`src/rtl/parity_check_pipe_if.sv`:
```
// Valid/grant stream bundle for parity_check_pipe: producer-side inputs and
// consumer-side outputs, with the checker on the slave modport.
interface parity_check_pipe_if #(
  parameter int unsigned DATA_WIDTH = 32,
  parameter int unsigned LANES      = 4
);
  logic [DATA_WIDTH-1:0] data_i;
  logic [LANES-1:0]      parity_i;
  logic                  odd_i;
  logic                  valid_i;
  logic                  grant_o;
  logic                  valid_o;
  logic                  grant_i;
  logic [DATA_WIDTH-1:0] data_o;
  logic [LANES-1:0]      err_o;

  modport slave (
    input  data_i, parity_i, odd_i, valid_i, grant_i,
    output grant_o, valid_o, data_o, err_o
  );

  modport master (
    output data_i, parity_i, odd_i, valid_i, grant_i,
    input  grant_o, valid_o, data_o, err_o
  );
endinterface

```
`src/rtl/parity_check_pipe.sv`:
```
// Multi-lane parity checker on a valid/grant stream with a two-entry skid buffer,
// saturating error-beat counter and sticky error flag.
module parity_check_pipe #(
  parameter int unsigned DATA_WIDTH = 32,
  parameter int unsigned LANES      = 4,
  parameter int unsigned CNT_WIDTH  = 16,
  parameter int unsigned DROP_ERR   = 0
) (
  input  logic                 clk,
  input  logic                 rst,
  parity_check_pipe_if.slave   bus,
  output logic [CNT_WIDTH-1:0] err_cnt_o,
  output logic                 err_sticky_o,
  input  logic                 clr_i
);

  localparam int unsigned LW = DATA_WIDTH / LANES;
  localparam logic [CNT_WIDTH-1:0] CntMax = '1;

  if ((DATA_WIDTH % LANES) != 0) begin : g_bad_lanes
    $error("parity_check_pipe: DATA_WIDTH must be a multiple of LANES");
  end
  if (CNT_WIDTH < 1) begin : g_bad_cnt
    $error("parity_check_pipe: CNT_WIDTH must be at least 1");
  end

  typedef enum logic [1:0] {StEmpty, StOne, StFull} state_e;

  state_e                r_state, w_state_d;
  logic [DATA_WIDTH-1:0] r_main_data, r_skid_data, w_main_data_d, w_skid_data_d;
  logic [LANES-1:0]      r_main_err, r_skid_err, w_main_err_d, w_skid_err_d;
  logic [LANES-1:0]      w_err;
  logic                  w_any_err, w_accept, w_consume, w_store;
  logic [CNT_WIDTH-1:0]  r_cnt;
  logic                  r_sticky;

  always_comb begin
    w_err = '0;
    for (int k = 0; k < int'(LANES); k++) begin
      w_err[k] = (^bus.data_i[k*LW +: LW]) ^ bus.parity_i[k] ^ bus.odd_i;
    end
  end

  assign w_any_err = |w_err;
  assign bus.grant_o = (r_state != StFull) & ~rst;
  assign bus.valid_o = (r_state != StEmpty);
  assign bus.data_o  = r_main_data;
  assign bus.err_o   = r_main_err;
  assign w_accept    = bus.valid_i & bus.grant_o;
  assign w_consume   = bus.valid_o & bus.grant_i;
  // In drop mode an errored beat is still accepted (and counted) but never stored.
  assign w_store     = w_accept & ~((DROP_ERR != 0) & w_any_err);

  always_comb begin
    w_state_d     = r_state;
    w_main_data_d = r_main_data;
    w_main_err_d  = r_main_err;
    w_skid_data_d = r_skid_data;
    w_skid_err_d  = r_skid_err;
    unique case (r_state)
      StEmpty: begin
        if (w_store) begin
          w_state_d     = StOne;
          w_main_data_d = bus.data_i;
          w_main_err_d  = w_err;
        end
      end
      StOne: begin
        if (w_store && w_consume) begin
          w_main_data_d = bus.data_i;
          w_main_err_d  = w_err;
        end else if (w_store) begin
          w_state_d     = StFull;
          w_skid_data_d = bus.data_i;
          w_skid_err_d  = w_err;
        end else if (w_consume) begin
          w_state_d = StEmpty;
        end
      end
      StFull: begin
        if (w_consume) begin
          w_state_d     = StOne;
          w_main_data_d = r_skid_data;
          w_main_err_d  = r_skid_err;
        end
      end
      default: w_state_d = StEmpty;
    endcase
  end

  always_ff @(posedge clk) begin
    if (rst) begin
      r_state     <= StEmpty;
      r_main_data <= '0;
      r_main_err  <= '0;
      r_skid_data <= '0;
      r_skid_err  <= '0;
      r_cnt       <= '0;
      r_sticky    <= 1'b0;
    end else begin
      r_state     <= w_state_d;
      r_main_data <= w_main_data_d;
      r_main_err  <= w_main_err_d;
      r_skid_data <= w_skid_data_d;
      r_skid_err  <= w_skid_err_d;
      // Clear wins over a same-cycle error; that error is intentionally lost.
      if (clr_i) begin
        r_cnt    <= '0;
        r_sticky <= 1'b0;
      end else if (w_accept && w_any_err) begin
        r_sticky <= 1'b1;
        if (r_cnt != CntMax) r_cnt <= r_cnt + 1'b1;
      end
    end
  end

  assign err_cnt_o    = r_cnt;
  assign err_sticky_o = r_sticky;

endmodule

```
`src/flat_wrapper.sv`:
```
// flat-port wrapper written by rule: the top's interface ports become plain ports
module parity_check_pipe_flat 
#(
  parameter int unsigned DATA_WIDTH = 32,
  parameter int unsigned LANES      = 4,
  parameter int unsigned CNT_WIDTH  = 16,
  parameter int unsigned DROP_ERR   = 0
)
  (clk, rst, err_cnt_o, err_sticky_o, clr_i, bus_data_i, bus_parity_i, bus_odd_i, bus_valid_i, bus_grant_i, bus_grant_o, bus_valid_o, bus_data_o, bus_err_o);
  parity_check_pipe_if #(.DATA_WIDTH(DATA_WIDTH), .LANES(LANES)) bus_i ();
  input  logic clk;
  input  logic rst;
  output logic [CNT_WIDTH-1:0] err_cnt_o;
  output logic err_sticky_o;
  input  logic clr_i;
  input wire logic [$bits(bus_i.data_i)-1:0] bus_data_i;
  input wire logic [$bits(bus_i.parity_i)-1:0] bus_parity_i;
  input wire logic [$bits(bus_i.odd_i)-1:0] bus_odd_i;
  input wire logic [$bits(bus_i.valid_i)-1:0] bus_valid_i;
  input wire logic [$bits(bus_i.grant_i)-1:0] bus_grant_i;
  output wire logic [$bits(bus_i.grant_o)-1:0] bus_grant_o;
  output wire logic [$bits(bus_i.valid_o)-1:0] bus_valid_o;
  output wire logic [$bits(bus_i.data_o)-1:0] bus_data_o;
  output wire logic [$bits(bus_i.err_o)-1:0] bus_err_o;
  assign bus_i.data_i = bus_data_i;
  assign bus_i.parity_i = bus_parity_i;
  assign bus_i.odd_i = bus_odd_i;
  assign bus_i.valid_i = bus_valid_i;
  assign bus_i.grant_i = bus_grant_i;
  assign bus_grant_o = bus_i.grant_o;
  assign bus_valid_o = bus_i.valid_o;
  assign bus_data_o = bus_i.data_o;
  assign bus_err_o = bus_i.err_o;
  parity_check_pipe #(.DATA_WIDTH(DATA_WIDTH), .LANES(LANES), .CNT_WIDTH(CNT_WIDTH), .DROP_ERR(DROP_ERR)) u_core (.clk(clk), .rst(rst), .bus(bus_i), .err_cnt_o(err_cnt_o), .err_sticky_o(err_sticky_o), .clr_i(clr_i));
endmodule
```
`config.mk`:
```
export PLATFORM = sky130hd
export DESIGN_NAME = parity_check_pipe_flat
export DESIGN_NICKNAME = d
export VERILOG_FILES = /design/src/rtl/parity_check_pipe_if.sv /design/src/rtl/parity_check_pipe.sv /design/src/flat_wrapper.sv
export SDC_FILE = /design/constraint.sdc
export NUM_CORES = 1
export LEC_CHECK = 0
export CORE_ASPECT_RATIO = 1.2
export CORE_MARGIN = 8
export CORE_UTILIZATION = 50
export DETAILED_ROUTE_END_ITERATION = 12
export PLACE_DENSITY = 0.8
export SLEW_MARGIN = 20
export SYNTH_ARGS = -nofsm -noshare
export SYNTH_HDL_FRONTEND = slang
export SYNTH_SLANG_ARGS = --single-unit
export TNS_END_PERCENT = 20
```
`constraint.sdc`:
```
create_clock -name clk -period 3 [get_ports clk]
set_input_delay 0.45 -clock clk [delete_from_list [all_inputs] [get_ports clk]]
set_output_delay 0.45 -clock clk [all_outputs]
set_load 0.05 [all_outputs]
```
==> run metrics, run 1 <==
status=completed; total wire length=10.0 mm; Seq/Total Area, Yosys=0.433; vias in the first global route=3425; post-synth top area share=0.433; DR vias=3559; Crit path required time=3.25 ns; Synth Register Bits=91; gr ovfl total=0; GP Congestion=0.812; Final ANT Viol Nets=0; nets=606; Pwr Density=498 nW/um^2; Slew Limit Headroom=0.569; Max-Cap Viols=0; DRC errors left=0; first-pass GRT wire length=16.6 mm; worst hold endpoint=u_core.r_skid_data[30]$_SDFFE_PP0P_; num rows=36; Clk Latency, worst-skew pair=0.36 ns; fmax=385 MHz; Leak=2.13 nW; IO Pins=97; synth-to-layout area growth=28.2%; CTS root buffer=clkbuf_8; final hold viol count=0; Die Y=116 um; worst hold path depth=2; Synth area leader=dfxtp_1; period utilisation layout=0.865; Post-CTS Resized=0; setup TNS=0 ns; Synthesized Nets=527; hold crit path type=flop to flop; Pins Over Slew Limit=0; initial core utilization=0.516; floorplan core area=8150 sq um; overall routing resource usage=0.178; critical path arrival=2.85 ns; Post-Synthesis Cell Area=4200 sq um; post-CTS setup buffer count=0; non-filler instance count after layout=681; Initial DRC Count=157; Routed WL per cell=14.8 um; r2r worst-path depth=6; CTS Buffer Depth=2; RSZ-0062 raised after global routing=no; R2R Setup Slk=1.08 ns; startpoint types=input port; post-synthesis cell count=484; top cells by area, synth=dfxtp_1, mux2i_1, nand2_1; VDD IR-drop max=0.246 mV; fillers=678; # setup viols final=0; commonest non-fill, non-tap cell in the layout=clkdlybuf4s50_1; largest net degree at the start of global routing=55; pre-CTS setup slack=0.0571 ns; critical path class=input port to flop; share of post-route cells with drive strength above 1=0.0600; Reg clk slew, reported paths=0.08 ns; initial antenna violation count=0; critical path capture point type=flop; PortBufs=96; 1st-pass router iterations=4; most frequent cells in the layout=clkdlybuf4s50_1, dfxtp_1, nand2_1; Util after Layout=0.661; H-tree Lvls=3; Critical R2R Launch=u_core.r_state[0]$_SDFFE_PP0P_; Syn. warnings=0; CTS Hold Buffers Added=0; Avg Cell Area, Syn=8.68 sq um; Via density=5.23; final worst setup slack=0.404 ns; DP Wirelength=7.09 mm; worst r2r dst=u_core.err_cnt_o[2]$_SDFFE_PP0P_; die area=11600 sq um; ys async rst share=0; number of flops mapped to enable cells by yosys=0; Unique masters post-synth=38; CTS tree=built; clk sinks=91; n_diodes=0; Crit Path Max Fanout=19; total CTS buffers=9; Die W=99.7 um; actual slew at the worst max-slew pin=0.647 ns; hold path start=u_core.r_skid_data[30]$_SDFFE_PP0P_; skew final=0.00428 ns; Most used DFF post-synth=dfxtp_1; Final Critical Period=2.60 ns; placed insts=666; Total Power=2.68 mW
layout make-up:
type                            instances  area (sq um)  share of cell area
Multi-Input combinational cell        354          2230               0.415
Sequential cell                        91          1820               0.338
Timing Repair Buffer                  104          1020               0.189
Clock buffer                           13           149              0.0276
Tap cell                              114           143              0.0265
Clock inverter                          2          12.5             0.00232
Inverter                                3          11.3             0.00209
how the worst max path moves through the flow:
| stage | depth (start not counted) | start | end |
|---|---|---|---|
| floorplan | 10 | u_core.r_state[1]$_SDFFE_PP0P_ | u_core.r_skid_data[1]$_SDFFE_PP0P_ |
| global placement | 7 | bus_odd_i | u_core.err_cnt_o[2]$_SDFFE_PP0P_ |
| global route | 7 | bus_odd_i | u_core.err_cnt_o[2]$_SDFFE_PP0P_ |
| CTS | 7 | bus_odd_i | u_core.err_cnt_o[2]$_SDFFE_PP0P_ |
| finish | 7 | bus_odd_i | u_core.err_cnt_o[2]$_SDFFE_PP0P_ |
| detailed placement | 7 | bus_odd_i | u_core.err_cnt_o[2]$_SDFFE_PP0P_ |
synth_stat cells, types with 3 or more instances:
master and n:
o21ai_0 3, nand4_1 5, a211oi_1 37, a41o_1 4
and3_1 7, xnor2_1 20, a31oi_1 3, nand2_1 76
o21ai_1 4, nor2_1 61, nand3_1 6, dfxtp_1 91
a21oi_1 47, clkbuf_1 24, or3_1 7, nand2b_1 4
mux2i_1 39, buf_2 9, inv_1 3, xor2_1 4
xnor2_2 4
through the flow:
step,hold slack (ns),instance area (sq um)
3_3_place_gp,0.440,5230
2_1_floorplan,0.436,4200
6_report,0.455,5390
4_1_cts,0.458,5390
5_1_grt,0.473,5390
3_5_place_dp,0.446,5230
cell families after synthesis:
group                    count (synthesis)  share of synthesized area
buffers and inverters                   39                     0.0393
AND/OR/NAND/NOR                        178                      0.183
adder cells (fa/ha/maj)                  1                    0.00298
multiplexers                            39                     0.0929
flip-flops                              91                      0.433
XOR/XNOR                                32                     0.0875
AO/OA/AOI/OAI                          104                      0.161
power by group:
group / total, mW / internal [mW] / switching (mW) / leakage (nW)
clock network: 0.721 / 0.319 / 0.402 / 0.0795
logic: 0.674 / 0.278 / 0.396 / 1.31
registers: 1.29 / 1.26 / 0.0281 / 0.740
total: 2.68 / 1.86 / 0.826 / 2.13
registers in the layout, summed over array words and instances, names as in the netlist:
signal	cells
u_core.bus.data_o	32
u_core.bus.err_o	4
u_core.err_cnt_o	16
u_core.err_sticky_o	1
u_core.r_skid_data	32
u_core.r_skid_err	4
u_core.r_state	2
critical path, stage by stage:
cell and delay [ns]:
clkdlybuf4s50_1 0.55, xnor2_1 0.29, xnor3_2 0.40, xnor2_2 0.20
a41oi_4 0.56, a31oi_1 0.17, a41o_1 0.23
per-layer routing:
layer / GRT usage / part of all wire / vias to the layer above
met4: 0.0910 / 0.021 / 0
met3: 0.0441 / 0.054 / 15
met2: 0.302 / 0.49 / 81
met1: 0.205 / 0.43 / 1629
li1: - / - / 1834
met5: 0 / 0 / -
(Power assumes the default switching activity.)
==> run 2: changes to the inputs <==
--- a/config.mk
+++ b/config.mk
@@ -9,8 +9,9 @@
 export CORE_MARGIN = 8
 export CORE_UTILIZATION = 50
 export DETAILED_ROUTE_END_ITERATION = 12
+export MAX_ROUTING_LAYER = met4
 export PLACE_DENSITY = 0.8
-export SLEW_MARGIN = 20
+export SLEW_MARGIN = 10
 export SYNTH_ARGS = -nofsm -noshare
 export SYNTH_HDL_FRONTEND = slang
 export SYNTH_SLANG_ARGS = --single-unit
==> run 2 against run 1 <==
Routed wire length about the same. Highest routed layer unchanged. First-iteration DRC count up 5.7%. Non-clock buffer count unchanged. Fmax up 0.15%. Total power about the same. Critical path depth unchanged. Worst hold slack about the same. Via count up 0.76%. Clock skew about the same. Global-route usage up 0.50 points. Final cell count unchanged. Die area unchanged. Largest power group unchanged.
==> run metrics, run 2 (synthesis gave the netlist of run 1 again) <==
Switch Pwr=826 uW; most frequent cells in the layout=clkdlybuf4s50_1, dfxtp_1, nand2_1; switching share of power=0.308; Max-Cap Viols=0; nets=606; 1st-pass router iterations=4; commonest non-fill, non-tap cell in the layout=clkdlybuf4s50_1; slowest CP cell=clkdlybuf4s50_1; Sequential cell area=1820 sq um; total wire length=10.1 mm; Post-CTS Resized=0; post-CTS setup buffer count=0; Leak=2.13 nW; CP peak stage delay=0.55 ns; Logic pwr share=0.251; Crit path required time=3.25 ns; Clk pwr share=0.269; Routed WL per cell=14.8 um; startpoint types=input port; initial antenna violation count=0; Reg clk slew, reported paths=0.08 ns; hold crit path type=flop to flop; Initial DRC Count=166; Via density=5.27; CTS tree=built; status=completed; actual slew at the worst max-slew pin=0.651 ns; floorplan core area=8150 sq um; n_diodes=0; die area=11600 sq um; RSZ-0062 raised after global routing=no; placed insts=666; Clk Latency, worst-skew pair=0.36 ns; skew final=0.00450 ns; critical path class=input port to flop; fillers=678; synth-to-layout area growth=28.2%; Crit Path Max Fanout=19; setup TNS=0 ns; gr ovfl total=0; final hold viol count=0; # setup viols final=0; Die Y=116 um; total CTS buffers=9; CTS root buffer=clkbuf_8; IO Pins=97; clk sinks=91; period utilisation layout=0.864; share of post-route cells with drive strength above 1=0.0600; fmax=386 MHz; Seq pwr share=0.480; vias in the first global route=3423; multi-input logic area=2230 sq um; critical path arrival=2.84 ns; Final Critical Period=2.59 ns; Internal=1.86 mW; Die W=99.7 um; DRC errors left=0; CTS Buffer Depth=2; Final ANT Viol Nets=0; CTS Hold Buffers Added=0; initial core utilization=0.516; VDD IR-drop max=0.246 mV; H-tree Lvls=3; DR vias=3586; first-pass GRT wire length=16.6 mm; Slew Limit Headroom=0.566; Pins Over Slew Limit=0; DP Wirelength=7.09 mm; non-filler instance count after layout=681; largest net degree at the start of global routing=55; PortBufs=96; critical path capture point type=flop; Pwr Density=498 nW/um^2; num rows=36; overall routing resource usage=0.184; cells along the critical path=clkdlybuf4s50_1, xnor2_1, xnor3_2, xnor2_2, a41oi_4, a31oi_1, a41o_1; GP Congestion=0.824
[run 2: cell counts in the layout (fill, tap and decap cells not counted)]
No cell type changed its count.
[run 2: power groups by stage]
stage | combinational, mW | sequential [mW] | clock [mW]
2_1_floorplan | 0.321 | 1.46 | 0
3_3_place_gp | 0.669 | 1.31 | 0
3_5_place_dp | 0.679 | 1.32 | 0
4_1_cts | 0.681 | 1.29 | 0.744
5_1_grt | 0.723 | 1.29 | 0.797
6_report | 0.674 | 1.29 | 0.721
[run 2: layer usage]
layer,share of wire,track usage,wire (um)
met1,0.44,0.209,4450
met4,0.021,0.0910,212
met3,0.045,0.0376,457
met5,0,-,0
met2,0.49,0.302,4940
[run 2: critical path: cells and delay by family]
kind / cells / cell delay, ns
AOI/OAI and AO/OA: 3 / 0.94
xor gates and xnor gates: 3 / 0.89
buffers and inverters: 1 / 0.55
[run 2: final cells by class]
cell class / instances / area share
timing repair buffer: 104 / 0.189
multi-input combinational: 354 / 0.415
sequential: 91 / 0.338
clock buffer: 13 / 0.0276
inverter: 3 / 0.00209
tap: 114 / 0.0265
clock inverter: 2 / 0.00232
[run 2: metrics by stage]
step | power [mW] | hold slack (ns) | utilization | instance area, sq um | setup WS [ns]
after global placement | 1.98 | 0.440 | 0.641 | 5230 | 0.155
after detailed placement | 1.99 | 0.446 | 0.641 | 5230 | 0.0571
after floorplan | 1.78 | 0.436 | - | 4200 | 0.320
after global routing | 2.81 | 0.473 | 0.661 | 5390 | 0.333
final | 2.68 | 0.455 | 0.661 | 5390 | 0.407
after CTS | 2.71 | 0.458 | 0.661 | 5390 | 0.436
[run 2: path summary, 6_finish.rpt]
path / from / endpoint / slack (ns) / cells after the start
setup / recovery: bus_odd_i / u_core.err_cnt_o[2]$_SDFFE_PP0P_ / 0.41 / 7
hold / removal: u_core.r_skid_data[30]$_SDFFE_PP0P_ / u_core.r_skid_data[30]$_SDFFE_PP0P_ / 0.45 / 2
setup reg to reg: u_core.r_state[0]$_SDFFE_PP0P_ / u_core.err_cnt_o[2]$_SDFFE_PP0P_ / 1.08 / 6
hold reg to reg: u_core.r_skid_data[30]$_SDFFE_PP0P_ / u_core.r_skid_data[30]$_SDFFE_PP0P_ / 0.45 / 2
